## config.mk

```make
export PLATFORM = sky130hd
export DESIGN_NAME = periph_bus_bridge
export DESIGN_NICKNAME = d
export VERILOG_FILES = /design/src/rtl/periph_bus_bridge.sv
export SDC_FILE = /design/constraint.sdc
export NUM_CORES = 1
export LEC_CHECK = 0
export ABC_AREA = 1
export BUFFER_PORTS_ARGS = -buffer_cell sky130_fd_sc_hd__buf_2
export CAP_MARGIN = 30
export CORE_MARGIN = 2
export CORE_UTILIZATION = 25
export DETAILED_ROUTE_END_ITERATION = 12
export GPL_ROUTABILITY_DRIVEN = 0
export GPL_TIMING_DRIVEN = 1
export PLACE_DENSITY_LB_ADDON = 0.05
export RECOVER_POWER = 50
export SETUP_SLACK_MARGIN = 0.4
export SYNTH_ARGS = -nofsm -noshare
export SYNTH_HDL_FRONTEND = slang
export SYNTH_SLANG_ARGS = --single-unit
```

## constraint.sdc

```tcl
create_clock -name clk -period 1.76 [get_ports clk]
set_clock_uncertainty 0.1 [all_clocks]
set_input_delay 0.352 -clock clk [delete_from_list [all_inputs] [get_ports clk]]
set_output_delay 0.352 -clock clk [all_outputs]
set_load 0.03 [all_outputs]
```

## src/rtl/periph_bus_bridge.sv

```systemverilog
// periph_bus_bridge
//   Turns a stalled pipeline load/store aimed at chip-select 0 into a
//   req/gnt/rvalid transaction on the peripheral bus. When the transaction
//   finishes, it returns a one-cycle ack with aligned, sign/zero-extended
//   load data. The ack releases the stall.
//
// Optional feature macro: PERIPH_BUS_TIMEOUT_EN
//   When defined, a wait of TIMEOUT_CYCLES cycles for bus_gnt (in REQ) or for
//   bus_rvalid (in RDWAIT) completes the access with err=1.
//   When undefined, the bridge waits indefinitely.
//
// Ports
//   clk, rstn                 clock, asynchronous active-low reset
//   req_valid, rden, wren     pipeline request (wren wins if both are set)
//   addr, wdata, funct3       byte address, right-aligned store data, size/sign code
//   ack, rdata, err           one-cycle completion; rdata/err valid only with ack
//   bus_req, bus_we, bus_addr, bus_be, bus_wdata   peripheral bus request side
//   bus_gnt, bus_rvalid, bus_rdata                 peripheral bus response side

module periph_bus_bridge #(
  parameter int ADDR_W         = 32,
  parameter int TIMEOUT_CYCLES = 255
) (
  input  logic              clk,
  input  logic              rstn,
  input  logic              req_valid,
  input  logic              rden,
  input  logic              wren,
  input  logic [ADDR_W-1:0] addr,
  input  logic [31:0]       wdata,
  input  logic [2:0]        funct3,
  output logic              ack,
  output logic [31:0]       rdata,
  output logic              err,
  output logic              bus_req,
  output logic              bus_we,
  output logic [ADDR_W-1:0] bus_addr,
  output logic [3:0]        bus_be,
  output logic [31:0]       bus_wdata,
  input  logic              bus_gnt,
  input  logic              bus_rvalid,
  input  logic [31:0]       bus_rdata
);

  typedef enum logic [1:0] {IDLE, REQ, RDWAIT, DONE} state_t;

  state_t            state_q, state_d;
  logic              we_q, we_d;
  logic [ADDR_W-1:0] addr_q, addr_d;
  logic [2:0]        f3_q, f3_d;
  logic [31:0]       wdata_q, wdata_d;
  logic [3:0]        be_q, be_d;
  logic [31:0]       rdata_q, rdata_d;
  logic              err_q, err_d;

  // rden is implied by req_valid & ~wren; only wren selects the operation.
  logic unused_rden;
  assign unused_rden = rden;

  // ---------------------------------------------------------------------------
  // Request decode (used only when a request is captured in IDLE)
  // ---------------------------------------------------------------------------
  logic [3:0]  cap_be;
  logic [31:0] cap_wdata;
  logic        cap_bad;

  always_comb begin
    cap_be    = 4'b1111;
    cap_wdata = wdata;
    case (funct3[1:0])
      2'b00: begin
        cap_be    = 4'b0001 << addr[1:0];
        cap_wdata = {4{wdata[7:0]}};
      end
      2'b01: begin
        cap_be    = addr[1] ? 4'b1100 : 4'b0011;
        cap_wdata = {2{wdata[15:0]}};
      end
      default: begin
        cap_be    = 4'b1111;
        cap_wdata = wdata;
      end
    endcase
    // Misaligned half/word, reserved codes 011/11x, or an unsigned store.
    cap_bad = (funct3[1:0] == 2'b01 && addr[0])
            || (funct3[1:0] == 2'b10 && addr[1:0] != 2'b00)
            || (funct3 == 3'b011)
            || (funct3[2:1] == 2'b11)
            || (funct3[2] && wren);
  end

  // ---------------------------------------------------------------------------
  // Load data: pick the lane from the captured offset, then extend
  // ---------------------------------------------------------------------------
  logic [7:0]  lane_b;
  logic [15:0] lane_h;
  logic [31:0] ld_ext;

  always_comb begin
    case (addr_q[1:0])
      2'b00:   lane_b = bus_rdata[7:0];
      2'b01:   lane_b = bus_rdata[15:8];
      2'b10:   lane_b = bus_rdata[23:16];
      default: lane_b = bus_rdata[31:24];
    endcase
    lane_h = addr_q[1] ? bus_rdata[31:16] : bus_rdata[15:0];
    case (f3_q)
      3'b000:  ld_ext = {{24{lane_b[7]}}, lane_b};
      3'b001:  ld_ext = {{16{lane_h[15]}}, lane_h};
      3'b100:  ld_ext = {24'h0, lane_b};
      3'b101:  ld_ext = {16'h0, lane_h};
      default: ld_ext = bus_rdata;
    endcase
  end

  // ---------------------------------------------------------------------------
  // Wait-cycle timeout
  // ---------------------------------------------------------------------------
  logic to_hit;

`ifdef PERIPH_BUS_TIMEOUT_EN
  localparam int CNT_W = $clog2(TIMEOUT_CYCLES + 1);
  localparam logic [CNT_W-1:0] CNT_LAST = CNT_W'(TIMEOUT_CYCLES - 1);

  logic [CNT_W-1:0] cnt_q, cnt_d;

  // cnt_q counts the wait cycles already spent in the current state. When it
  // equals TIMEOUT_CYCLES-1, the current cycle is the last allowed one.
  assign to_hit = (cnt_q == CNT_LAST);

  always_comb begin
    cnt_d = cnt_q;
    if ((state_d == REQ && state_q != REQ) || (state_d == RDWAIT && state_q != RDWAIT))
      cnt_d = '0;
    else if (state_q == REQ || state_q == RDWAIT)
      cnt_d = cnt_q + CNT_W'(1);
  end

  always_ff @(posedge clk or negedge rstn) begin
    if (!rstn) cnt_q <= '0;
    else       cnt_q <= cnt_d;
  end
`else
  assign to_hit = 1'b0;
`endif

  // ---------------------------------------------------------------------------
  // FSM next state and datapath
  // ---------------------------------------------------------------------------
  always_comb begin
    state_d = state_q;
    we_d    = we_q;
    addr_d  = addr_q;
    f3_d    = f3_q;
    wdata_d = wdata_q;
    be_d    = be_q;
    rdata_d = rdata_q;
    err_d   = err_q;
    case (state_q)
      IDLE: begin
        if (req_valid) begin
          we_d    = wren;
          addr_d  = addr;
          f3_d    = funct3;
          wdata_d = cap_wdata;
          be_d    = cap_be;
          if (cap_bad) begin
            state_d = DONE;
            err_d   = 1'b1;
            rdata_d = '0;
          end else begin
            state_d = REQ;
          end
        end
      end
      REQ: begin
        if (bus_gnt) begin
          if (we_q) begin
            state_d = DONE;
          end else if (bus_rvalid) begin
            // Data arriving alongside the grant skips RDWAIT.
            state_d = DONE;
            rdata_d = ld_ext;
          end else begin
            state_d = RDWAIT;
          end
        end else if (to_hit) begin
          state_d = DONE;
          err_d   = 1'b1;
          rdata_d = '0;
        end
      end
      RDWAIT: begin
        if (bus_rvalid) begin
          state_d = DONE;
          rdata_d = ld_ext;
        end else if (to_hit) begin
          state_d = DONE;
          err_d   = 1'b1;
          rdata_d = '0;
        end
      end
      DONE: begin
        // req_valid is ignored here because the stalled instruction is still
        // presented in this cycle.
        state_d = IDLE;
        rdata_d = '0;
        err_d   = 1'b0;
      end
      default: state_d = IDLE;
    endcase
  end

  always_ff @(posedge clk or negedge rstn) begin
    if (!rstn) begin
      state_q <= IDLE;
      we_q    <= 1'b0;
      addr_q  <= '0;
      f3_q    <= '0;
      wdata_q <= '0;
      be_q    <= '0;
      rdata_q <= '0;
      err_q   <= 1'b0;
    end else begin
      state_q <= state_d;
      we_q    <= we_d;
      addr_q  <= addr_d;
      f3_q    <= f3_d;
      wdata_q <= wdata_d;
      be_q    <= be_d;
      rdata_q <= rdata_d;
      err_q   <= err_d;
    end
  end

  // bus_req decodes straight from state, so an asynchronous reset drops it
  // at once.
  assign ack       = (state_q == DONE);
  assign rdata     = rdata_q;
  assign err       = err_q;
  assign bus_req   = (state_q == REQ);
  assign bus_we    = we_q;
  assign bus_addr  = {addr_q[ADDR_W-1:2], 2'b00};
  assign bus_be    = be_q;
  assign bus_wdata = wdata_q;

endmodule
```

==> flow_summary.ini, run 1 <==
[synthesis]
synth-xor-area-share_pct = 0
synth_top_cell_by_area = dfrtp_1
synthDominantCellAreaShare_pct = 48.80
synth_compound_area_share_pct = 11.61
yosysWarnings = 0
syn_inst = 724
synth_common_cells = nand2_1 (303), dfrtp_1 (107), o21ai_0 (84)
ys_async_sr_fraction_pct = 100.0
syn_avg_cell_area_um2 = 7.578
synth_top_family_by_area = simple AND/OR/NAND/NOR gates
synth_edf_count = 0
synth_cell_type_count = 31
ys_ff_latch = 107
yosysMostFrequentCell = nand2_1
synth_area_um2 = 5487
synth-simple-area-share_pct = 28.37
synth_ff_type = dfrtp_1
yosysSeqAreaShare_pct = 48.80
muxShareOfSynthArea_pct = 0
synth-adder-area-share_pct = 1.140
ys_top_cells_by_area = dfrtp_1 (49%), nand2_1 (21%), o21ai_0 (7.7%)

[sta]
slew_violations = 0
fmax_mhz = 580.9
slew_headroom_pct = 42.61
fin_crit_ns = 1.722
hold_viol = 0
timing.hold.ws_ns = 0.08789
finalCritPeriodShare_pct = 97.81
max_slew.worst_pin.slew_ns = 0.8609
rsz0062_at_grt = yes
finalSetupViolations = 0
setup_tns_ns = 0

[worst_setup_path]
endpoint_kind = flop
arrival_ns = 1.87
cp_max_fo = 7
crit_required_ns = 1.91
cpMaxStageDelayCell = dfrtp_2
critPathKind = reg -> reg
crit_path_cell_trace = inv_4 -> ha_4 -> buf_12 -> nand2_8 -> buf_12 -> buf_12 -> buf_12 -> buf_16 -> nand2_2 -> nand2_1
start_kind = flop
path_delay_family = buffers and inverters
cpPeakStageDelay_ns = 0.46
crit_path_frequent_cell = buf_12
critical_path_buf_inv_count = 6

[power_and_ir_drop]
max-vdd-ir-drop_uv = 819.4
p_clk_share_pct = 10.5
power_w = 0.01953
netSwitchingFraction_pct = 46.87
p_switching_w = 0.009154
power_frac_seq_pct = 22.3
comb_power_share_pct = 67.2
p_leak_nw = 4.895
power_density_nw_per_um2 = 2046
p_int_w = 0.01038

[clocking]
clk_latency_ns = 0.36
clk_pin_slew_ns = 0.08
cts_root_buf = clkbuf_16
cts-buffers-inserted = 9
cts_tree = built
clock_sinks = 107
h-tree-depth = 3
clockBufferDepth = 2

[routing]
drt_wl_total_mm = 20.68
ant_nets = 0
via_count = 5800
wire_per_inst_um = 15.80
drc_errors = 0
via_per_inst = 4.431
drtIter0Drc = 246
drt_first_pass_iters = 4

[layout]
drive_gt1_share_pct = 49.27
utilization_pct = 44.01
final_nets = 1133
area_delta_synth_final_pct = 73.96

[floorplan]
fp.coreArea_um2 = 21690
row_count = 54
die-width_um = 152.1
chipHeight_um = 152.1
ioPinCount = 210
die_area_um2 = 23150
initial_core_util_pct = 25.30

[global_route]
grt_usage_pct = 17.24
gr-total-overflow = 0
grt_pass1_vias = 5720
antenna_found_initial = 2
grt_pass1_wl_mm = 31.39
grt_max_degree = 38

[placement]
numPortBuffers = 206
hpwlAfterDp_mm = 12.80

[flow_run]
max-cap-violations = 0

[hold_path]
hp-class = in -> reg

[outcome]
status = complete, no violations
through the flow:
stage	cells	cell area, um^2	setup WS (ns)
after floorplan	725	5575	0.1335
after global placement	1171	6784	-0.01697
after detailed placement	1171	6784	-0.03289
after CTS	1263	8931	0.04556
after global routing	1309	9544	-0.02606
final	1309	9544	0.03846
metal layers:
metal | vias up | track usage (%) | wire [um]
met3 | 30 | 3.840 | 1016
met4 | 0 | 6.008 | 448
met5 | - | 0 | 0
met1 | 2759 | 22.68 | 9222
met2 | 148 | 28.06 | 9992
li1 | 2863 | - | -
path summary, 6_finish.rpt:
check / from / to / slack (ns) / cells after the start
worst max-delay path: state_q[0]$_DFFE_PN0P_ / addr_q[25]$_DFFE_PN0P_ / 0.04 / 10
worst min-delay path: addr[18] / addr_q[18]$_DFFE_PN0P_ / 0.09 / 3
worst max register to register: state_q[0]$_DFFE_PN0P_ / addr_q[25]$_DFFE_PN0P_ / 0.04 / 10
worst min register to register: addr_q[29]$_DFFE_PN0P_ / addr_q[29]$_DFFE_PN0P_ / 0.38 / 2
max in group asynchronous: rstn / rdata[6]$_DFFE_PN0P_ / 0.25 / 3
min in group asynchronous: rstn / addr_q[15]$_DFFE_PN0P_ / 0.55 / 2
state kept, by name (all words and copies together), names as in the netlist:
| register | cells |
|---|---|
| bus_we | 1 |
| rdata | 32 |
| bus_be | 4 |
| state_q | 2 |
| bus_wdata | 32 |
| f3_q | 3 |
| addr_q | 32 |
| err | 1 |
final cells by class:
type / instances / area [um^2]
clock buffer: 10 / 239.0
tap: 280 / 350.3
antenna: 2 / 5.005
inverter: 33 / 165.2
clock inverter: 6 / 50.05
sequential: 107 / 2681
fill: 2239 / 12140
multi-input combinational: 518 / 2979
timing repair buffer: 350 / 3025
timing repair inverter: 3 / 48.80
power groups by stage:
stage / Combinational (W) / Clock, W / Sequential, W
finish: 0.0131 / 0.00204 / 0.00436
detailed placement: 0.00836 / 0 / 0.00418
global route: 0.0142 / 0.00223 / 0.00448
CTS: 0.0118 / 0.00212 / 0.00438
global placement: 0.00834 / 0 / 0.00416
floorplan: 0.00511 / 0 / 0.00541
cells by family after synthesis:
group | Yosys count
simple gates | 388
compound gates | 123
flops | 107
buf+inv | 100
fa+ha+maj | 5
other cells | 1
layout by cell type (no fill, tap or decap), drive strengths merged, types with 2 or more instances in the layout:
cell and n:
o21ai 91, ha 5, nand2 317, o211ai 3
nor3 4, diode 2, buf 304, nand3 14
nor2 48, clkinv 8, nand4 3, a21oi 25
a22o 2, clkbuf 55, inv 33, conb 2
dfrtp 107
what timing repair did:
| action | in CTS | in global routing |
|---|---|---|
| setup buffers | 57 | 43 |
| hold buffers | 1 | 0 |
| hold endpoints to repair | 25 | 0 |
| gates resized for setup | 311 | 197 |
| pin swaps | 33 | 32 |
| endpoints found under the setup margin | 209 | 209 |
| gates cloned | 18 | 1 |
tightest hold or removal path: stages:
cell	delay [ns]
buf_2	0.07
nand2_1	0.04
nand2_1	0.05
Power figures use the tool's default switching activity.
==> run 2: changes to the inputs <==
- CORE_UTILIZATION: 25 -> 49
- clock period: 1.76 -> 1.8 ns (I/O delays scaled with it)
==> run 2 against run 1 <==
  * Register-to-register slack is essentially flat
  * Sequential power shrank 3%
  * Maximum frequency shrank 3.0%
  * Clock power shrank 17%
  * Global-route usage grew 13 points
  * Final cell count shrank 9.9%
  * Worst setup slack lost 0.012 ns
  * Count of clock-buffer cells in the layout shrank 1
  * Via count grew 9.0%
  * Utilization grew 41 points
  * Critical path type unchanged
==> flow_summary.ini, run 2 (synthesis results as in run 1) <==
[outcome]
status = complete, no violations

[global_route]
grt_usage_pct = 30.71
grt_max_degree = 48
grt_pass1_wl_mm = 28.20
grt_pass1_vias = 5681
antenna_found_initial = 0
gr-total-overflow = 0

[worst_setup_path]
arrival_ns = 1.96
regToRegSetupSlack_ns = 0.03
cpMaxStageDelayCell = dfrtp_1
cpPeakStageDelay_ns = 0.42
critPathKind = reg -> reg
crit_required_ns = 1.99
endpoint_kind = flop
path_delay_family = simple AND/OR/NAND/NOR gates
cp_max_fo = 8
start_kind = flop
critical_path_buf_inv_count = 3
crit_path_cell_trace = buf_6 -> ha_4 -> nand2_4 -> nand2_1 -> nor2_2 -> nand2_4 -> buf_6 -> buf_16 -> nand2_2 -> nand2_1

[power_and_ir_drop]
p_leak_nw = 4.851
power_density_nw_per_um2 = 2084
p_switching_w = 0.009234
p_clk_share_pct = 8.8
p_int_w = 0.01003
comb_power_share_pct = 69.3
netSwitchingFraction_pct = 47.93
max-vdd-ir-drop_uv = 1157
power_w = 0.01927
power_frac_seq_pct = 22.0

[floorplan]
chipHeight_um = 109.8
ioPinCount = 210
initial_core_util_pct = 50.39
fp.coreArea_um2 = 10890
die-width_um = 109.8
row_count = 38
die_area_um2 = 12060

[routing]
wire_per_inst_um = 18.01
via_per_inst = 5.363
drt_first_pass_iters = 8
drc_errors = 0
drtIter0Drc = 450
via_count = 6323
ant_nets = 0
drt_wl_total_mm = 21.24

[placement]
dp_cells = 1024
numPortBuffers = 206
hpwlAfterDp_mm = 10.48
dpl_cell_area_um2 = 6516

[sta]
max_slew.worst_pin.slew_ns = 0.7553
finalCritPeriodShare_pct = 98.56
fin_crit_ns = 1.774
hold_viol = 0
slew_headroom_pct = 49.64
slew_violations = 0
rsz0062_at_grt = yes
finalSetupViolations = 0
fmax_mhz = 563.7

[layout]
final_cells = 1179
antenna_cells = 0
drive_gt1_share_pct = 49.37
area_delta_synth_final_pct = 68.53
final_nets = 1145
final_common_cell = nand2_1
final_cell_mix = nand2_1 (206), buf_4 (114), dfrtp_1 (107)
design_area_um2 = 9246

[hold_path]
hp-class = in -> reg

[clocking]
clock_sinks = 107
cts-buffers-inserted = 9
h-tree-depth = 3
clk_latency_ns = 0.38
clk_pin_slew_ns = 0.11
clockBufferDepth = 2
cts_root_buf = clkbuf_8
cts_tree = built

[flow_run]
max-cap-violations = 0
==> run 2: power groups by stage <==
stage | Clock (W) | Sequential [W] | Combinational, W
2_1_floorplan | 0 | 0.00529 | 0.00495
3_3_place_gp | 0 | 0.00402 | 0.00776
3_5_place_dp | 0 | 0.00405 | 0.00791
4_1_cts | 0.00169 | 0.00425 | 0.0117
5_1_grt | 0.00181 | 0.00433 | 0.0142
6_report | 0.00169 | 0.00423 | 0.0133
==> run 2: layout make-up <==
type	count	area [um^2]
multi-input cells	520	3049
repair buffers	359	2913
flip-flops and latches	107	2678
fillers	627	1642
well taps	140	175.2
inverters	33	143.9
clock buffers	9	123.9
clock inverters	7	98.84
repair inverters	4	65.06
==> run 2: tightest hold or removal path, cell delays in order <==
cell and delay [ns]:
buf_2 0.08, nand2_1 0.04, nand2_1 0.04
==> run 2: path summary, 6_finish.rpt <==
kind                                              from                endpoint  cells after the start
worst max-delay path            state_q[0]$_DFFE_PN0P_    rdata[6]$_DFFE_PN0P_                     10
worst min-delay path                          addr[22]  addr_q[22]$_DFFE_PN0P_                      3
min in group asynchronous                         rstn  addr_q[15]$_DFFE_PN0P_                      2
worst max register to register  state_q[0]$_DFFE_PN0P_    rdata[6]$_DFFE_PN0P_                     10
max in group asynchronous                         rstn   addr_q[8]$_DFFE_PN0P_                      3
worst min register to register    rdata[1]$_DFFE_PN0P_    rdata[1]$_DFFE_PN0P_                      2
==> run 2: through the flow <==
step	worst slack (ns)	hold slack [ns]	TNS (ns)	utilization, %
after floorplan	0.1735	-0.03559	0	-
after global placement	0.1102	0.2101	0	59.85
after detailed placement	0.06543	0.2156	0	59.85
after CTS	0.07838	0.06349	0	79.88
after global routing	-0.02080	0.06908	-0.08001	84.92
final	0.02600	0.06151	0	84.92
==> run 2: repair_timing <==
action	CTS	global route
setup endpoints to repair	203	209
pin swaps	52	21
buffers inserted	71	49
hold buffers	1	0
resized for setup	350	144
hold endpoints to repair	26	0
cloned	18	0
==> run 2: per-layer routing <==
layer,global-route usage [%],vias to the layer above,wire [um]
met5,0,-,0
met2,51.36,346,11080
met1,38.20,3033,7801
li1,-,2884,-
met3,7.291,60,1733
met4,12.21,0,626
